### src/rtl/if_id_queue.sv
// Instruction queue between fetch and decode: DEPTH-entry FIFO of (PC, instruction) pairs
// with valid/ready handshake on both sides and a single-cycle flush for taken branches.
module if_id_queue #(
  parameter int unsigned DEPTH = 4,
  parameter int unsigned WIDTH = 32,
  localparam int unsigned PtrW = $clog2(DEPTH),
  localparam int unsigned CntW = PtrW + 1
) (
  input  logic             clk,
  input  logic             rst,
  input  logic             flush,
  input  logic             in_valid,
  input  logic [WIDTH-1:0] in_PC,
  input  logic [WIDTH-1:0] in_instruction,
  output logic             in_ready,
  output logic             out_valid,
  output logic [WIDTH-1:0] out_PC,
  output logic [WIDTH-1:0] out_instruction,
  input  logic             out_ready,
  output logic [CntW-1:0]  count
);

  logic [WIDTH-1:0] pc_mem    [DEPTH];
  logic [WIDTH-1:0] instr_mem [DEPTH];

  logic [PtrW-1:0] wr_ptr_q, wr_ptr_d;
  logic [PtrW-1:0] rd_ptr_q, rd_ptr_d;
  logic [CntW-1:0] count_q, count_d;
  logic            push, pop;

  // Status depends only on registered count, so in_ready never sees out_ready.
  assign in_ready  = (count_q != CntW'(DEPTH));
  assign out_valid = (count_q != '0);
  assign count     = count_q;

  assign out_PC          = out_valid ? pc_mem[rd_ptr_q]    : '0;
  assign out_instruction = out_valid ? instr_mem[rd_ptr_q] : '0;

  assign push = in_valid && in_ready && !flush;
  assign pop  = out_valid && out_ready && !flush;

  always_comb begin
    wr_ptr_d = wr_ptr_q;
    rd_ptr_d = rd_ptr_q;
    count_d  = count_q;
    if (flush) begin
      wr_ptr_d = '0;
      rd_ptr_d = '0;
      count_d  = '0;
    end else begin
      if (push) wr_ptr_d = wr_ptr_q + PtrW'(1);
      if (pop)  rd_ptr_d = rd_ptr_q + PtrW'(1);
      unique case ({push, pop})
        2'b10:   count_d = count_q + CntW'(1);
        2'b01:   count_d = count_q - CntW'(1);
        default: count_d = count_q;
      endcase
    end
  end

  always_ff @(posedge clk) begin
    if (!rst) begin
      wr_ptr_q <= '0;
      rd_ptr_q <= '0;
      count_q  <= '0;
    end else begin
      wr_ptr_q <= wr_ptr_d;
      rd_ptr_q <= rd_ptr_d;
      count_q  <= count_d;
    end
  end

  // Storage is not cleared by reset; count alone decides what is visible.
  always_ff @(posedge clk) begin
    if (rst && push) begin
      pc_mem[wr_ptr_q]    <= in_PC;
      instr_mem[wr_ptr_q] <= in_instruction;
    end
  end

endmodule

### config.mk
export PLATFORM = sky130hd
export DESIGN_NAME = if_id_queue
export DESIGN_NICKNAME = d
export VERILOG_FILES = /design/src/rtl/if_id_queue.sv
export SDC_FILE = /design/constraint.sdc
export NUM_CORES = 1
export LEC_CHECK = 0
export BUFFER_PORTS_ARGS = -buffer_cell sky130_fd_sc_hd__buf_2
export CAP_MARGIN = 5
export CORE_MARGIN = 2
export CORE_UTILIZATION = 55
export CTS_CLUSTER_SIZE = 10
export DETAILED_ROUTE_END_ITERATION = 10
export MAX_ROUTING_LAYER = met4
export PLACE_DENSITY_LB_ADDON = 0.1
export SETUP_SLACK_MARGIN = 0.3
export SLEW_MARGIN = 10
export SYNTH_ARGS = -nofsm -noshare
export SYNTH_HDL_FRONTEND = slang
export SYNTH_SLANG_ARGS = --single-unit
### constraint.sdc
create_clock -name clk -period 8 [get_ports clk]
set_input_delay 0.4 -clock clk [delete_from_list [all_inputs] [get_ports clk]]
set_output_delay 0.4 -clock clk [all_outputs]
set_load 0.005 [all_outputs]
# Word level (Yosys, flattened, before mapping)
# Memories as Yosys holds them, arrays and structs flattened. A register that Yosys moved wholly into a read port is not among the register bits.
# Index checks and enable logic that the tools add are counted.
# Widths: inputs -> output; s select.
# totals
ff_bits,7
ramBits,256
output_inout_bits,69
wordCells,31
mem_count,2
# classes
add_sub_neg,4
eq_ne,3
mux,9
bitwise,1
reduce_logical,9
# memory_table
memory,words,word_bits,read_ports,rd_ports_with_merged_regs,write_ports,line_no,source
instr_mem,4,32,1,1,1,24,logic [WIDTH-1:0] instr_mem [DEPTH];
pc_mem,4,32,1,1,1,23,logic [WIDTH-1:0] pc_mem [DEPTH];
# ops
op,count
$mux 32,2
$mux 2,4
$pmux 3 s2,1
$logic_and 1x1->1,5
$add 2x1->2 const B,2
$add 3x1->3 const B,1
$ne 3x3->1 const B,1
$reduce_bool 3->1,1
$sub 3x1->3 const B,1
$eq 2x1->1 const B,1
$eq 2x2->1 const B,1
$mux 1,2
$reduce_bool 2->1,1
$reduce_or 2->1,1
$logic_not 1->1,1
$not 1->1,1

# Longest topological paths before layout
# Gate-level depths: netlist of the first run.
# depth
word_depth,6
mapped_depth,10
depth_no_buf,9

# Worst setup path after synthesis of the first run
# OpenSTA, ideal clock, no wires.
# synth_timing
kind,register to register
start,"register count_q[0], in the netlist count[0]"
end,memory instr_mem[1][0] (enable)
setup_ns,0.429
t_arrival_ns,2.391
required_ns,7.571
slack_ns,5.180
path_stages_with_launch,5
n_path_buf,1
period_less_slack_ns,2.820
path_cell_list,dfxtp_1 -> or3b_1 -> buf_2 -> and2_4 -> and3_1
# synth_via
elab_chain_len,6
# synth_rtl
item,line_no,source
from (decl),28,"logic [CntW-1:0] count_q, count_d;"
from (signal assigned),69,count_q <= count_d;
$ne 3x3->1,32,assign in_ready = (count_q != CntW'(DEPTH));
via in_ready,15,"output logic in_ready,"
$logic_and 1x1->1 (2 in a row),39,assign push = in_valid && in_ready && !flush;
$logic_and 1x1->1,75,if (rst && push) begin
$mux 1,75,
$mux 1 (not written as such),77,instr_mem[wr_ptr_q] <= in_instruction;
to (decl),24,
# The timed path passes the listed nets, and every way through them passes these cells.

==> impl_metrics.toml, run 1 <==
[clock_tree]
htree_levels = 1
clk_latency_ns = 0.53
numCtsBuffers = 30
cts_num_sinks = 265
cts_tree = "built"
cts_setup_buffers = 0
path_clk_slew_ns = 0.06
cts_resized = 0
root_buffer = "clkbuf_16"
clk_path_buf_depth = 3
hold_buffers = 0

[finish]
syn_to_final_growth_pct = 16.4
seqCellArea_um2 = 7880
drive_gt1_share_pct = 38.7
final_cell_area_um2 = 11900
final_nets = 683
fin_cells = 853
nFillCells = 1201
multiInputGateArea_um2 = 2160
final_cell_mix = "256 x edfxtp_1, 137 x buf_2, 64 x and2_1"
final_common_cell = "edfxtp_1"
post-route-util_pct = 65.8

[detailed_routing]
ant_nets = 0
wl_per_cell_um = 21.1
routed_wl_um = 18000
wl_met1_um = 7420
num_vias = 4831
wl_met2_um = 8970
highest_layer = "met4"
dr.first_iter.drc_count = 355
drcViolationCount = 0
dr.pass1.iters = 7
met3RoutedLength_um = 1250
vias_per_cell = 5.66

[synthesis]
postSynthAreaPerCell_um2 = 22.2
ys_async_sr_fraction_pct = 0
synth_edf_count = 256
netlist_area_um2 = 10200
ys_ff_latch = 265
syn_inst = 460
ys_seq_area_share_pct = 76.9
yosys_warnings = 0
synth_cell_types = 29
synthFlopType = "edfxtp_1"
syn-num-nets = 535

[floorplan]
die_x_um = 140
ios = 138
dieArea_um2 = 19700
core_area_um2 = 18100
start_util_pct = 56.6
die_h_um = 140
rows = 49

[worst_setup_path]
worstRegToRegCells = 9
cp-end-kind = "output pin"
worst_setup_path_start_kind = "flop"
worst-path-max-fanout = 35
path_class = "flop to output pin"
cp_data_required_time_ns = 7.60
crit_arrival_ns = 2.93

[min_path]
hold_class = "input pin to flop"
worstHoldPathCells = 1

[place]
dp_cells = 805
port-buffer-count = 137
gp_congestion = 0.686
hpwl_um = 9880
place_area_um2 = 11000

[pwr]
powerDensity_nw_per_um2 = 237
p_leak_nw = 4.09
max-vdd-ir-drop_mv = 0.169

[run_status]
status = "finished, final reports clean"

[flow_run]
maxCapViolCount = 0

[global_route]
grt_util_all_layers_pct = 18.9
grt_max_degree = 65
grt_pass1_wl_um = 27600
antenna_found_initial = 4
overflow = 0
grt_pass1_vias = 5263

[sta]
rsz0062_at_grt = "no"
worstMarginPinSlew_ns = 1.04
fin_crit_ns = 3.33
tns_ns = 0
clock-skew-final_ns = 0.00807
max-slew-margin-rel_pct = 30.7
fin_crit_sh_pct = 41.6
setup_viol = 0
finalMaxSlewViolations = 0
fmax_mhz = 301
final_hold_viol_count = 0
==> through the flow <==
stage                     hold WS [ns]  total power [mW]  setup WS, ns
final                           0.0857              2.83          4.67
after global routing            0.0670              2.91          4.42
after CTS                       0.0629              2.85          4.54
after detailed placement         0.521              1.65          5.10
after global placement           0.499              1.65          5.10
after floorplan                  0.485              1.61          5.18
==> critical path, cell delays in order (launching register included) <==
cell and delay (ns):
dfxtp_4 0.82, buf_4 0.63, mux4_1 0.64, and2_1 0.17, buf_2 0.12
==> state kept, by name, summed over array words and instances (netlist names), named ones only <==
name / count
wr_ptr_q: 2
pc_mem: 128
rd_ptr_q: 2
instr_mem: 128
count: 3
==> logic make-up after synthesis <==
logic type | Yosys count | share of synthesized area (%)
xor+xnor | 4 | 0.342
compound gates | 8 | 0.550
fa+ha+maj | 6 | 0.807
mux | 64 | 14.2
simple gates | 84 | 5.00
buf+inv | 29 | 2.19
flops | 265 | 76.9
==> power breakdown <==
group / internal (mW) / switching [mW]
clock: 0.728 / 0.475
combinational: 0.0386 / 0.0439
sequential: 1.54 / 0.00466
total: 2.30 / 0.523
==> per-layer routing <==
metal	vias up	global-route usage, %
met3	27	4.65
li1	2159	-
met4	0	5.10
met2	160	31.6
met1	2485	23.6
met5	-	-
==> cell type report <==
class                      instances  area share, %
antenna                            4         0.0841
clock buffer                      43           6.89
clock inverter                     1          0.252
inverter                           6          0.189
multi-input combinational        166           18.2
sequential                       265           66.1
tap                              229           2.41
timing repair buffer             139           5.88
==> cell usage after synthesis, types with 2 or more instances <==
| library cell | number | area, um2 |
|---|---|---|
| a21oi_1 | 3 | 15.0 |
| ha_1 | 5 | 62.6 |
| edfxtp_1 | 256 | 7690 |
| nor2b_1 | 2 | 12.5 |
| and2_1 | 64 | 400 |
| mux4_2 | 60 | 1350 |
| nor2_1 | 7 | 26.3 |
| inv_1 | 6 | 22.5 |
| clkbuf_1 | 8 | 30.0 |
| xor2_1 | 4 | 35.0 |
| buf_12 | 6 | 120 |
| or3_1 | 2 | 12.5 |
| mux4_1 | 4 | 105 |
| dfxtp_1 | 9 | 180 |
| buf_2 | 7 | 35.0 |
| and3_1 | 4 | 25.0 |
==> path summary, 6_finish.rpt <==
kind | start | endpoint | slack (ns)
max | flop | out_PC[1] | 4.67
min | in_instruction[18] | instr_mem[2][18] | 0.09
max reg2reg | count[2] | count[2] | 5.53
min reg2reg | rd_ptr_q[0] | flop | 0.54
(Power assumes the default switching activity.)
==> run 2, diff against run 1 <==
==> constraint.sdc (replaced) <==
create_clock -name clk -period 3.2 [get_ports clk]
set_input_delay 0.16 -clock clk [delete_from_list [all_inputs] [get_ports clk]]
set_output_delay 0.16 -clock clk [all_outputs]
set_load 0.005 [all_outputs]
==> run 2 against run 1 <==
Net effect:
- first-iteration DRC count fell by 18%
- via count rose by 6.2%
- global-route usage increased by 1.1 points
- sequential power rose to 2.5 times the previous value
- hold slack lost 0.035 ns
- cell count grew 7.9%
- count of clock-buffer cells in the layout is the same
- die area unchanged
- wire length increased by 4.8%
- non-clock buffer count increased by 71
- critical path depth did not move
- combinational power grew to 3.4 times the previous value
==> impl_metrics.toml, run 2 (synthesis results as in run 1) <==
[sta]
fin_crit_sh_pct = 81.3
final_hold_viol_count = 0
worstMarginPinSlew_ns = 1.16
finalMaxSlewViolations = 0
clock-skew-final_ns = 0.0117
setup_viol = 0
max-slew-margin-rel_pct = 22.8
fin_ws_ns = 0.598
tns_ns = 0
rsz0062_at_grt = "no"
fmax_mhz = 384
fin_crit_ns = 2.60

[global_route]
grt_max_degree = 66
grt_util_all_layers_pct = 20.0
grt_pass1_wl_um = 29400
overflow = 0
grt_pass1_vias = 5556
antenna_found_initial = 0

[worst_setup_path]
cp_data_required_time_ns = 3.04
crit_chain = "buf_4 > mux4_2 > and2_1 > buf_2"
timing.rr.start = "count[2]"
cpMaxStageDelayCell = "dfxtp_4"
crit_cells = 4
path_class = "flop to output pin"
worstRegToRegCells = 9
worst-path-buf-inv = 2
crit_arrival_ns = 2.44
crit_family = "flip-flops"
max_stage_delay_ns = 0.67
cp-end-kind = "output pin"
worst-path-max-fanout = 25
worst_setup_path_start_kind = "flop"

[floorplan]
core_area_um2 = 18100
dieArea_um2 = 19700
start_util_pct = 56.6
ios = 138
rows = 49
die_x_um = 140
die_h_um = 140

[finish]
final_common_cell = "edfxtp_1"
diodes = 0
final_nets = 754
drive_gt1_share_pct = 35.6
syn_to_final_growth_pct = 23.6
final_cell_mix = "256 x edfxtp_1, 137 x buf_2, 65 x dlygate4sd3_1"
nFillCells = 1133

[pwr]
powerDensity_nw_per_um2 = 559
p_leak_nw = 4.41
max-vdd-ir-drop_mv = 0.425

[place]
gp_congestion = 0.712
hpwl_um = 10700
dpl_worst_slack_ns = 0.809
port-buffer-count = 137

[clock_tree]
clk_latency_ns = 0.53
clk_path_buf_depth = 3
path_clk_slew_ns = 0.05
numCtsBuffers = 30
cts_resized = 0
root_buffer = "clkbuf_16"
cts_num_sinks = 265
cts_tree = "built"
htree_levels = 1

[min_path]
hp-start = "out_ready"
worstHoldPathCells = 4
hold_class = "input pin to flop"

[detailed_routing]
drcViolationCount = 0
wl_per_cell_um = 20.5
dr.first_iter.drc_count = 292
dr.pass1.iters = 4
num_vias = 5129
routed_wl_um = 18900
vias_per_cell = 5.58
ant_nets = 0

[run_status]
status = "finished, final reports clean"

[flow_run]
maxCapViolCount = 0
run 2: changes by cell type in the layout (fill, tap and decap cells not counted), sizes merged:
| cell | delta |
|---|---|
| buf | +6 |
| bufinv | -1 |
| clkinv | +1 |
| diode | -4 |
| dlygate4sd3 | +65 |
run 2: final timing paths:
check,slack (ns),to
worst max-delay path,0.60,out_PC[5]
worst min-delay path,0.05,flop
worst max register to register,0.77,count[2]
worst min register to register,0.52,rd_ptr_q[1]
run 2: metrics by stage:
stage | hold WS (ns) | utilization [%] | total power, mW | cells | area (um2)
2_1_floorplan | 0.259 | - | 4.01 | 460 | 10200
3_3_place_gp | 0.368 | 61.8 | 4.12 | 811 | 11200
3_5_place_dp | 0.375 | 61.8 | 4.13 | 811 | 11200
4_1_cts | 0.0288 | 70.0 | 7.14 | 920 | 12700
5_1_grt | 0.0761 | 70.0 | 7.30 | 920 | 12700
6_report | 0.0503 | 70.0 | 7.07 | 920 | 12700
run 2: what timing repair did:
item | CTS | global route
endpoints found under the hold margin | 258 | 0
hold buffers | 65 | 0
buffers inserted | 0 | 0
endpoints found under the setup margin | 0 | 0
run 2: area by class of cell:
cell class | instances | area (um2) | share of cell area (%)
Multi-Input combinational cell | 166 | 2160 | 17.1
Clock inverter | 1 | 3.75 | 0.0297
Sequential cell | 265 | 7880 | 62.2
Tap cell | 229 | 287 | 2.26
Timing Repair Buffer | 210 | 1470 | 11.6
Clock buffer | 43 | 831 | 6.57
Inverter | 6 | 22.5 | 0.178
run 2: worst reg2reg max path: stages (launching register included):
cell     delay [ns]
dfxtp_1        0.42
or3b_1         0.46
and2_4         0.20
inv_1          0.06
ha_1           0.18
inv_1          0.06
fa_1           0.37
xor2_1         0.16
or3_1          0.31
a21oi_1        0.16
run 2: metal layers:
layer / vias up / track usage, % / part of all wire (%)
li1: 2298 / - / -
met1: 2634 / 26.1 / 42
met2: 167 / 33.6 / 51
met3: 30 / 3.18 / 5.3
met4: 0 / 5.32 / 1.7
met5: - / - / 0
run 2: report_power, final:
group	leakage (nW)	switching [mW]	internal (mW)
combinational	1.61	0.126	0.151
clock	0.404	1.18	1.76
sequential	2.39	0.0104	3.84
==> run 3, diff against run 2 <==
==> constraint.sdc (replaced) <==
create_clock -name clk -period 2.44 [get_ports clk]
set_input_delay 0.122 -clock clk [delete_from_list [all_inputs] [get_ports clk]]
set_output_delay 0.122 -clock clk [all_outputs]
set_load 0.005 [all_outputs]
==> run 3 against run 2 <==
Net effect:
- clock power grew 34%
- hold slack lost 0.018 ns
- critical path depth grew 1
- first-iteration DRC count shrank 8.9%
- sequential share of layout area shrank 2.5 points
- critical endpoint is now out_PC[28]
- cell count grew 2.5%
- critical path type unchanged
- count of clock-buffer cells in the layout shrank 1
- core utilization grew 3.0 points
- wire length grew 6.2%
==> impl_metrics.toml, run 3 (synthesis results as in run 1) <==
[run_status]
status = "finished, final reports clean"

[pwr]
powerDensity_nw_per_um2 = 712
p_leak_nw = 4.62
max-vdd-ir-drop_mv = 0.585

[floorplan]
core_area_um2 = 18100
die_h_um = 140
dieArea_um2 = 19700
rows = 49
start_util_pct = 56.6
die_x_um = 140
ios = 138

[worst_setup_path]
max_stage_delay_ns = 0.49
worst-path-max-fanout = 10
crit_arrival_ns = 2.06
path_class = "flop to output pin"
cp-end-kind = "output pin"
cp_data_required_time_ns = 2.32
crit_chain = "buf_12 > buf_16 > mux4_2 > and2_1 > buf_2"
worst_setup_path_start_kind = "flop"
cpMaxStageDelayCell = "mux4_2"

[finish]
seqCellArea_um2 = 7880
final_cell_mix = "256 x edfxtp_1, 123 x buf_2, 66 x dlygate4sd3_1"
final_common_cell = "edfxtp_1"
syn_to_final_growth_pct = 28.9
drive_gt1_share_pct = 41.7
nFillCells = 1120
final_nets = 778
diodes = 0
multiInputGateArea_um2 = 2210

[place]
port-buffer-count = 137
hpwl_um = 11100
gp_congestion = 0.783

[detailed_routing]
dr.pass1.iters = 4
vias_per_cell = 5.53
drcViolationCount = 0
wl_per_cell_um = 21.3
num_vias = 5213
routed_wl_um = 20100
dr.first_iter.drc_count = 266
ant_nets = 0

[sta]
fmax_mhz = 457
fin_crit_sh_pct = 89.6
worstMarginPinSlew_ns = 0.469
max-slew-margin-rel_pct = 68.7
rsz0062_at_grt = "yes"
clock-skew-final_ns = 0.0134
fin_crit_ns = 2.19
final_hold_viol_count = 0
finalMaxSlewViolations = 0
tns_ns = 0
setup_viol = 0
fin_hold_ws_ns = 0.0324

[clock_tree]
numCtsBuffers = 30
clk_latency_ns = 0.54
path_clk_slew_ns = 0.05
cts_num_sinks = 265
cts_tree = "built"
root_buffer = "clkbuf_16"
htree_levels = 1
clk_path_buf_depth = 3

[global_route]
grt_util_all_layers_pct = 21.1
grt_pass1_vias = 5726
overflow = 0
antenna_found_initial = 0
grt_max_degree = 39
grt_pass1_wl_um = 30900

[flow_run]
maxCapViolCount = 0

[min_path]
hold_class = "input pin to flop"
run 3: worst paths after layout:
| check | startpoint | end | slack (ns) | cells past startpoint |
|---|---|---|---|---|
| max | flop | out_PC[28] | 0.25 | 5 |
| min | in_valid | wr_ptr_q[0] | 0.03 | 4 |
| max reg2reg | count[1] | count[2] | 0.26 | 9 |
| min reg2reg | rd_ptr_q[0] | rd_ptr_q[0] | 0.55 | 2 |
run 3: area by class of cell:
type,instances,share of cell area (%)
well taps,229,2.17
repair buffers,234,14.7
clock inverters,1,0.228
flip-flops and latches,265,59.8
multi-input cells,166,16.7
inverters,6,0.171
clock buffers,42,6.19
run 3: through the flow:
| step | instances | utilization, % | cell area [um2] | power, mW | setup slack (ns) |
|---|---|---|---|---|---|
| 3_5_place_dp | 820 | 62.3 | 11300 | 5.43 | 0.174 |
| 6_report | 943 | 73.0 | 13200 | 9.39 | 0.253 |
| 3_3_place_gp | 820 | 62.3 | 11300 | 5.41 | 0.269 |
| 4_1_cts | 941 | 72.0 | 13000 | 9.44 | 0.216 |
| 2_1_floorplan | 460 | - | 10300 | 5.27 | 0.276 |
| 5_1_grt | 943 | 73.0 | 13200 | 9.66 | 0.185 |
run 3: repair_timing:
action / CTS / global route
resized for setup: 14 / 34
hold buffers: 66 / 0
buffers inserted: 7 / 0
cloned: 5 / 2
setup endpoints to repair: 60 / 53
endpoints found under the hold margin: 260 / 0
run 3: layer usage:
| metal | GRT usage (%) | wire, um | up-vias |
|---|---|---|---|
| li1 | - | - | 2351 |
| met1 | 27.5 | 8410 | 2661 |
| met2 | 35.0 | 10100 | 167 |
| met3 | 3.69 | 1160 | 34 |
| met4 | 6.06 | 403 | 0 |
| met5 | - | 0 | - |
run 3: where the power goes:
group	internal, mW	switching [mW]	leakage, nW
registers	5.03	0.0116	2.39
clock network	2.38	1.56	0.409
logic	0.231	0.178	1.82
total	7.64	1.75	4.62
run 3: worst max-delay path, delay by kind of cell (launching register included):
family	cells	cell delay, ns
multiplexers	1	0.49
AND/OR/NAND/NOR	1	0.18
buffers and inverters	3	0.47
flip-flops	1	0.38
